<file path="src/rtl/mem_access_stage_pkg.sv">
// Shared definitions for the MEM pipeline stage: state encoding, WB control
// bit positions and the default data width.
// No logic; imported by mem_access_stage and its sub-module.
package mem_access_stage_pkg;

    localparam int DATA_W_DEF = 16;

    // 2-bit state encoding of the access FSM
    localparam logic [1:0] ST_IDLE    = 2'd0;
    localparam logic [1:0] ST_RD_WAIT = 2'd1;
    localparam logic [1:0] ST_WR_WAIT = 2'd2;
    localparam logic [1:0] ST_DONE    = 2'd3;

    typedef enum logic [1:0] {
        S_IDLE    = ST_IDLE,
        S_RD_WAIT = ST_RD_WAIT,
        S_WR_WAIT = ST_WR_WAIT,
        S_DONE    = ST_DONE
    } state_t;

    // Bit positions inside the {RegWrite, MemtoReg} WB control pair
    localparam int WB_REGWRITE = 1;
    localparam int WB_MEMTOREG = 0;

endpackage

</file>
<file path="src/rtl/mem_access_stage_sat_counter.sv">
// Purpose: saturating up-counter, counts cycles where en=1, sticks at all ones.
// Latency: count reflects en one clock later.
// Backpressure: none; en is sampled every clock.
// Ports: clk, rst_n (async active-low), en, count[CNT_W-1:0].
module sat_counter #(
    parameter int CNT_W = 16
) (
    input  logic             clk,
    input  logic             rst_n,
    input  logic             en,
    output logic [CNT_W-1:0] count
);

    always_ff @(posedge clk or negedge rst_n) begin
        if (!rst_n) begin
            count <= '0;
        end else if (en && (count != {CNT_W{1'b1}})) begin
            count <= count + 1'b1;
        end
    end

endmodule

</file>
<file path="src/rtl/mem_access_stage.sv">
// Purpose: MEM stage; runs a data-memory load/store with ready handshake.
// Latency: >=3 cycles per memory op (issue, >=1 wait, DONE); non-memory ops pass through in 0.
// Backpressure: mem_stall freezes upstream while the access is outstanding; WB pair gated to 00.
// Ports: EX/MEM inputs (MEM_*), data bus (d_*), mem_stall, WB_forwarded,
//        MEM_ReadDataOfMem, mem_timeout pulse, saturating stall_count.
module mem_access_stage
    import mem_access_stage_pkg::*;
#(
    parameter int DATA_W  = DATA_W_DEF,
    parameter int TIMEOUT = 15,
    parameter int CNT_W   = 16
) (
    input  logic              clk,
    input  logic              reset_n,
    input  logic              MEM_valid,
    input  logic              MEM_MemRead,
    input  logic              MEM_MemWrite,
    input  logic [DATA_W-1:0] MEM_ALUResult,
    input  logic [DATA_W-1:0] MEM_WriteData,
    input  logic [1:0]        MEM_WB,
    output logic              d_readM,
    output logic              d_writeM,
    output logic [DATA_W-1:0] d_address,
    output logic [DATA_W-1:0] d_wdata,
    input  logic [DATA_W-1:0] d_rdata,
    input  logic              d_ready,
    output logic              mem_stall,
    output logic [1:0]        WB_forwarded,
    output logic [DATA_W-1:0] MEM_ReadDataOfMem,
    output logic              mem_timeout,
    output logic [CNT_W-1:0]  stall_count
);

    localparam int WC_W = (TIMEOUT > 1) ? $clog2(TIMEOUT) : 1;

    state_t            r_state;
    state_t            w_state_nxt;
    logic [WC_W-1:0]   r_wait_cnt;
    logic [DATA_W-1:0] r_rdata_q;
    logic              r_timeout;
    logic              w_req;
    logic              w_wait_last;
    logic              w_abort;
    logic              w_in_wait;

    assign w_req       = MEM_valid & (MEM_MemRead | MEM_MemWrite);
    assign w_wait_last = (r_wait_cnt == WC_W'(TIMEOUT - 1));
    assign w_in_wait   = (r_state == S_RD_WAIT) || (r_state == S_WR_WAIT);

    always_ff @(posedge clk or negedge reset_n) begin
        if (!reset_n) begin
            r_state <= S_IDLE;
        end else begin
            r_state <= w_state_nxt;
        end
    end

    always_comb begin
        w_state_nxt = r_state;
        d_readM     = 1'b0;
        d_writeM    = 1'b0;
        mem_stall   = 1'b0;
        w_abort     = 1'b0;
        case (r_state)
            S_IDLE: begin
                // Request goes out combinationally in the same cycle; a
                // simultaneous read+write is performed as a write.
                if (w_req) begin
                    mem_stall = 1'b1;
                    if (MEM_MemWrite) begin
                        d_writeM    = 1'b1;
                        w_state_nxt = S_WR_WAIT;
                    end else begin
                        d_readM     = 1'b1;
                        w_state_nxt = S_RD_WAIT;
                    end
                end
            end
            S_RD_WAIT, S_WR_WAIT: begin
                mem_stall = 1'b1;
                d_readM   = (r_state == S_RD_WAIT);
                d_writeM  = (r_state == S_WR_WAIT);
                if (d_ready) begin
                    w_state_nxt = S_DONE;
                end else if (w_wait_last) begin
                    w_abort     = 1'b1;
                    w_state_nxt = S_DONE;
                end
            end
            default: begin
                // DONE: EX/MEM still shows the finished instruction, so req is ignored
                w_state_nxt = S_IDLE;
            end
        endcase
        // Async reset must drop the bus request and stall immediately,
        // even if EX/MEM still presents a memory op while in IDLE.
        if (!reset_n) begin
            d_readM   = 1'b0;
            d_writeM  = 1'b0;
            mem_stall = 1'b0;
        end
    end

    always_ff @(posedge clk or negedge reset_n) begin
        if (!reset_n) begin
            r_wait_cnt <= '0;
            r_rdata_q  <= '0;
            r_timeout  <= 1'b0;
        end else begin
            r_timeout <= w_abort;
            if (w_in_wait && !d_ready && !w_wait_last) begin
                r_wait_cnt <= r_wait_cnt + 1'b1;
            end else begin
                r_wait_cnt <= '0;
            end
            if ((r_state == S_RD_WAIT) && d_ready) begin
                r_rdata_q <= d_rdata;
            end else if (w_abort) begin
                r_rdata_q <= {DATA_W{1'b1}};
            end
        end
    end

    assign d_address         = (d_readM | d_writeM) ? MEM_ALUResult : '0;
    assign d_wdata           = d_writeM ? MEM_WriteData : '0;
    assign MEM_ReadDataOfMem = r_rdata_q;
    assign mem_timeout       = r_timeout;

    // MEM/WB latches every clock, so a stalled cycle must present a bubble
    always_comb begin
        WB_forwarded = MEM_WB;
        if (mem_stall) begin
            WB_forwarded[WB_REGWRITE] = 1'b0;
            WB_forwarded[WB_MEMTOREG] = 1'b0;
        end
    end

    sat_counter #(
        .CNT_W (CNT_W)
    ) u_stall_cnt (
        .clk   (clk),
        .rst_n (reset_n),
        .en    (mem_stall),
        .count (stall_count)
    );

endmodule

</file>
<file path="config.mk">
export PLATFORM = sky130hd
export DESIGN_NAME = mem_access_stage
export DESIGN_NICKNAME = d
export VERILOG_FILES = /design/src/rtl/mem_access_stage_pkg.sv /design/src/rtl/mem_access_stage_sat_counter.sv /design/src/rtl/mem_access_stage.sv
export SDC_FILE = /design/constraint.sdc
export NUM_CORES = 1
export LEC_CHECK = 0
export CAP_MARGIN = 10
export CORE_ASPECT_RATIO = 2
export CORE_MARGIN = 2
export CORE_UTILIZATION = 40
export DETAILED_ROUTE_END_ITERATION = 7
export DONT_BUFFER_PORTS = 1
export GPL_ROUTABILITY_DRIVEN = 0
export HOLD_SLACK_MARGIN = 0.12
export PLACE_DENSITY = 0.65
export REMOVE_ABC_BUFFERS = 1
export SLEW_MARGIN = 0
export SYNTH_ARGS = -nofsm -noshare
export SYNTH_HDL_FRONTEND = slang
export SYNTH_SLANG_ARGS = --single-unit
</file>
<file path="constraint.sdc">
create_clock -name clk -period 4 [get_ports clk]
set_input_delay 0.8 -clock clk [delete_from_list [all_inputs] [get_ports clk]]
set_output_delay 0.8 -clock clk [all_outputs]
set_load 0.03 [all_outputs]
</file>
==> metrics.cfg <==
[grt]
antenna_found_initial=0
track_usage_pct=15.4
grt_max_degree=60
grt_pass1_vias=1550
grt_pass1_wl_mm=7.13
overflow=0

[pwr]
peakVddDrop_uv=538
p_clk_share_pct=20.5
swShare_pct=48.7
powerDensity_nw_per_um2=824
pwr-share-comb_pct=34.3
cellLeakagePower_nw=1.11
p_int_w=0.000972
p_switching_w=0.000922
seqPwrFrac_pct=45.3

[cts]
cts_root_buf=clkbuf_8
clk_latency_ns=0.29
cts_resized=0
cts_hold_buf=0
clk_path_buf_depth=2
cts_tree=yes
clk_pin_slew_worst_paths_ns=0.08
cts_setup_buffers=0
h-tree-depth=2
cts_sinks=39
cts_made_buffers=5

[cells_and_area]
final_common_cell=nor2_1
diodes=0
nets=291
drive_gt1_share_pct=7.83
layout_common_cells=nor2_1 (41), dfrtp_1 (39), and2_1 (20)
final_area_um2=2300
syn_to_final_growth_pct=7.68

[worst_setup_path]
cp.required_ns=3.20
worstSetupPathType=reg -> out
start_kind=flop
reg2reg_to=MEM_ReadDataOfMem[11]$_DFFE_PN0P_
setup.worst_path.end_class=primary output
critPathMaxStageDelay_ns=0.49
worstPathArrival_ns=2.30
crit_fanout=16
reg2regPathDepth=5
cp-startpoint=r_state[1]$_DFFE_PN0P_
cp_cell_sequence=inv_1, ha_1, o211a_1, nor3_1, nor2_1, and2_1
cp_slowest_cell=nor2_1
timing.rr.start=r_state[0]$_DFFE_PN0P_
r2r_setup_slack_ns=1.81

[logic_synthesis]
synthesis.area_um2=2130
yosysWarnings=0
synth_seq_cells=39
synth_edf_count=0
synth_cell_types=38
async_flop_share_pct=100
synth_cells=232
synth_ff_type=dfrtp_1
syn_avg_cell_area_um2=9.20
ys_seq_area_share_pct=45.7

[timing]
setup_viol=0
post-route-min-period_ns=3.10
rsz0062_at_grt=false
max_slew.worst_pin.slew_ns=1.08
max_slew_margin_pct=27.6
skew_ns=0.0103
finalHoldViolations=0
report.final.slew_viol_count=0
finalSetupTns_ns=0
max_freq_mhz=323
min_period_over_period_pct=77.5

[floorplanning]
core-area_um2=5140
ios=126
die_area_um2=5970
die_height_um=107
die_x_um=55.7
start_util_pct=41.5
num_rows=37

[placed_design]
post_dp_cell_area_um2=2160
numPortBuffers=0
hpwl_mm=3.45

[worst_hold_path]
min_path_type=in -> async

[job]
maxCapViolations=0

[routing]
routedWlPerCell_um=16.1
ant_nets=0
firstDrtPassIters=4
via_per_inst=5.74
vias=1653
routed_wirelength_mm=4.64
drcViolationCount=0
drt_iter0_drc=44

[outcome]
outcome=finished, final reports clean

cell type report:
cell class	instances	area, um^2
clock buffers	5	68.8
flip-flops and latches	39	976
clock inverters	3	67.6
inverters	6	22.5
fillers	503	2840
repair buffers	1	7.51
multi-input cells	176	1080
well taps	58	72.6
stage by stage:
step / std cells / setup slack [ns] / util (%) / total power [W] / hold WS [ns]
detailed placement: 280 / 1.17 / 42.1 / 0.00152 / 0.491
floorplan: 221 / 1.34 / - / 0.00139 / 0.454
global placement: 280 / 1.28 / 42.1 / 0.00150 / 0.484
global route: 288 / 0.674 / 44.7 / 0.00201 / 0.169
finish: 288 / 0.902 / 44.7 / 0.00189 / 0.189
CTS: 288 / 0.841 / 44.7 / 0.00192 / 0.173
power by group through the flow:
stage,sequential [W],combinational [W],clock (W)
global placement,0.000864,0.000641,0
global route,0.000877,0.000717,0.000413
finish,0.000857,0.000650,0.000387
detailed placement,0.000869,0.000656,0
floorplan,0.000831,0.000561,0
CTS,0.000860,0.000657,0.000403
cell families after synthesis:
group / after synthesis / synth area share [%]
buffers and inverters: 17 / 3.52
adders and majority gates: 6 / 3.52
and+or+nand+nor: 125 / 32.1
muxes: 4 / 2.11
DFF: 39 / 45.7
xor gates and xnor gates: 16 / 6.57
AOI/OAI and AO/OA: 25 / 6.51
flip-flops by register name (all words and copies together) (netlist names):
name and flops:
MEM_ReadDataOfMem 16, r_wait_cnt 4, r_state 2, mem_timeout 1, u_stall_cnt.count 16
synthesized netlist by cell type (2+ instances only):
cell / instances / area [um^2]
nor2_1: 41 / 154
dfrtp_1: 39 / 976
and2_1: 20 / 125
a21oi_1: 18 / 90.1
and3_1: 17 / 106
xor2_1: 14 / 123
nand2_1: 8 / 30.0
nand4_1: 8 / 50.1
nand3_1: 7 / 35.0
nor3_1: 7 / 35.0
clkbuf_1: 6 / 22.5
ha_1: 6 / 75.1
inv_1: 5 / 18.8
nor4_1: 5 / 31.3
mux2_1: 4 / 45.0
buf_2: 3 / 15.0
o21ai_0: 2 / 10.0
xnor2_1: 2 / 17.5
metal layers:
layer	global-route usage [%]	part of all wire (%)	vias to the layer above
met4	11.1	4.3	0
met1	16.3	36	766
met2	26.2	53	81
li1	-	-	791
met3	3.85	6.4	15
met5	0	0	-
worst max-delay path by stage:
stage                     cells after the start  slack, ns              end
after floorplan                               3       1.34  WB_forwarded[0]
after global placement                        6       1.28     d_address[2]
after detailed placement                      6       1.17    d_address[13]
after CTS                                     6       0.84    d_address[13]
after global routing                          6       0.67     d_address[9]
final                                         6       0.90    d_address[13]
critical path: cells and delay by family (launching register included):
kind | cells | cell delay [ns]
AOI/OAI and AO/OA | 1 | 0.22
adders and majority gates | 1 | 0.28
buffers and inverters | 1 | 0.16
DFF | 1 | 0.41
and+or+nand+nor | 3 | 0.95
Power figures use the tool's default switching activity.
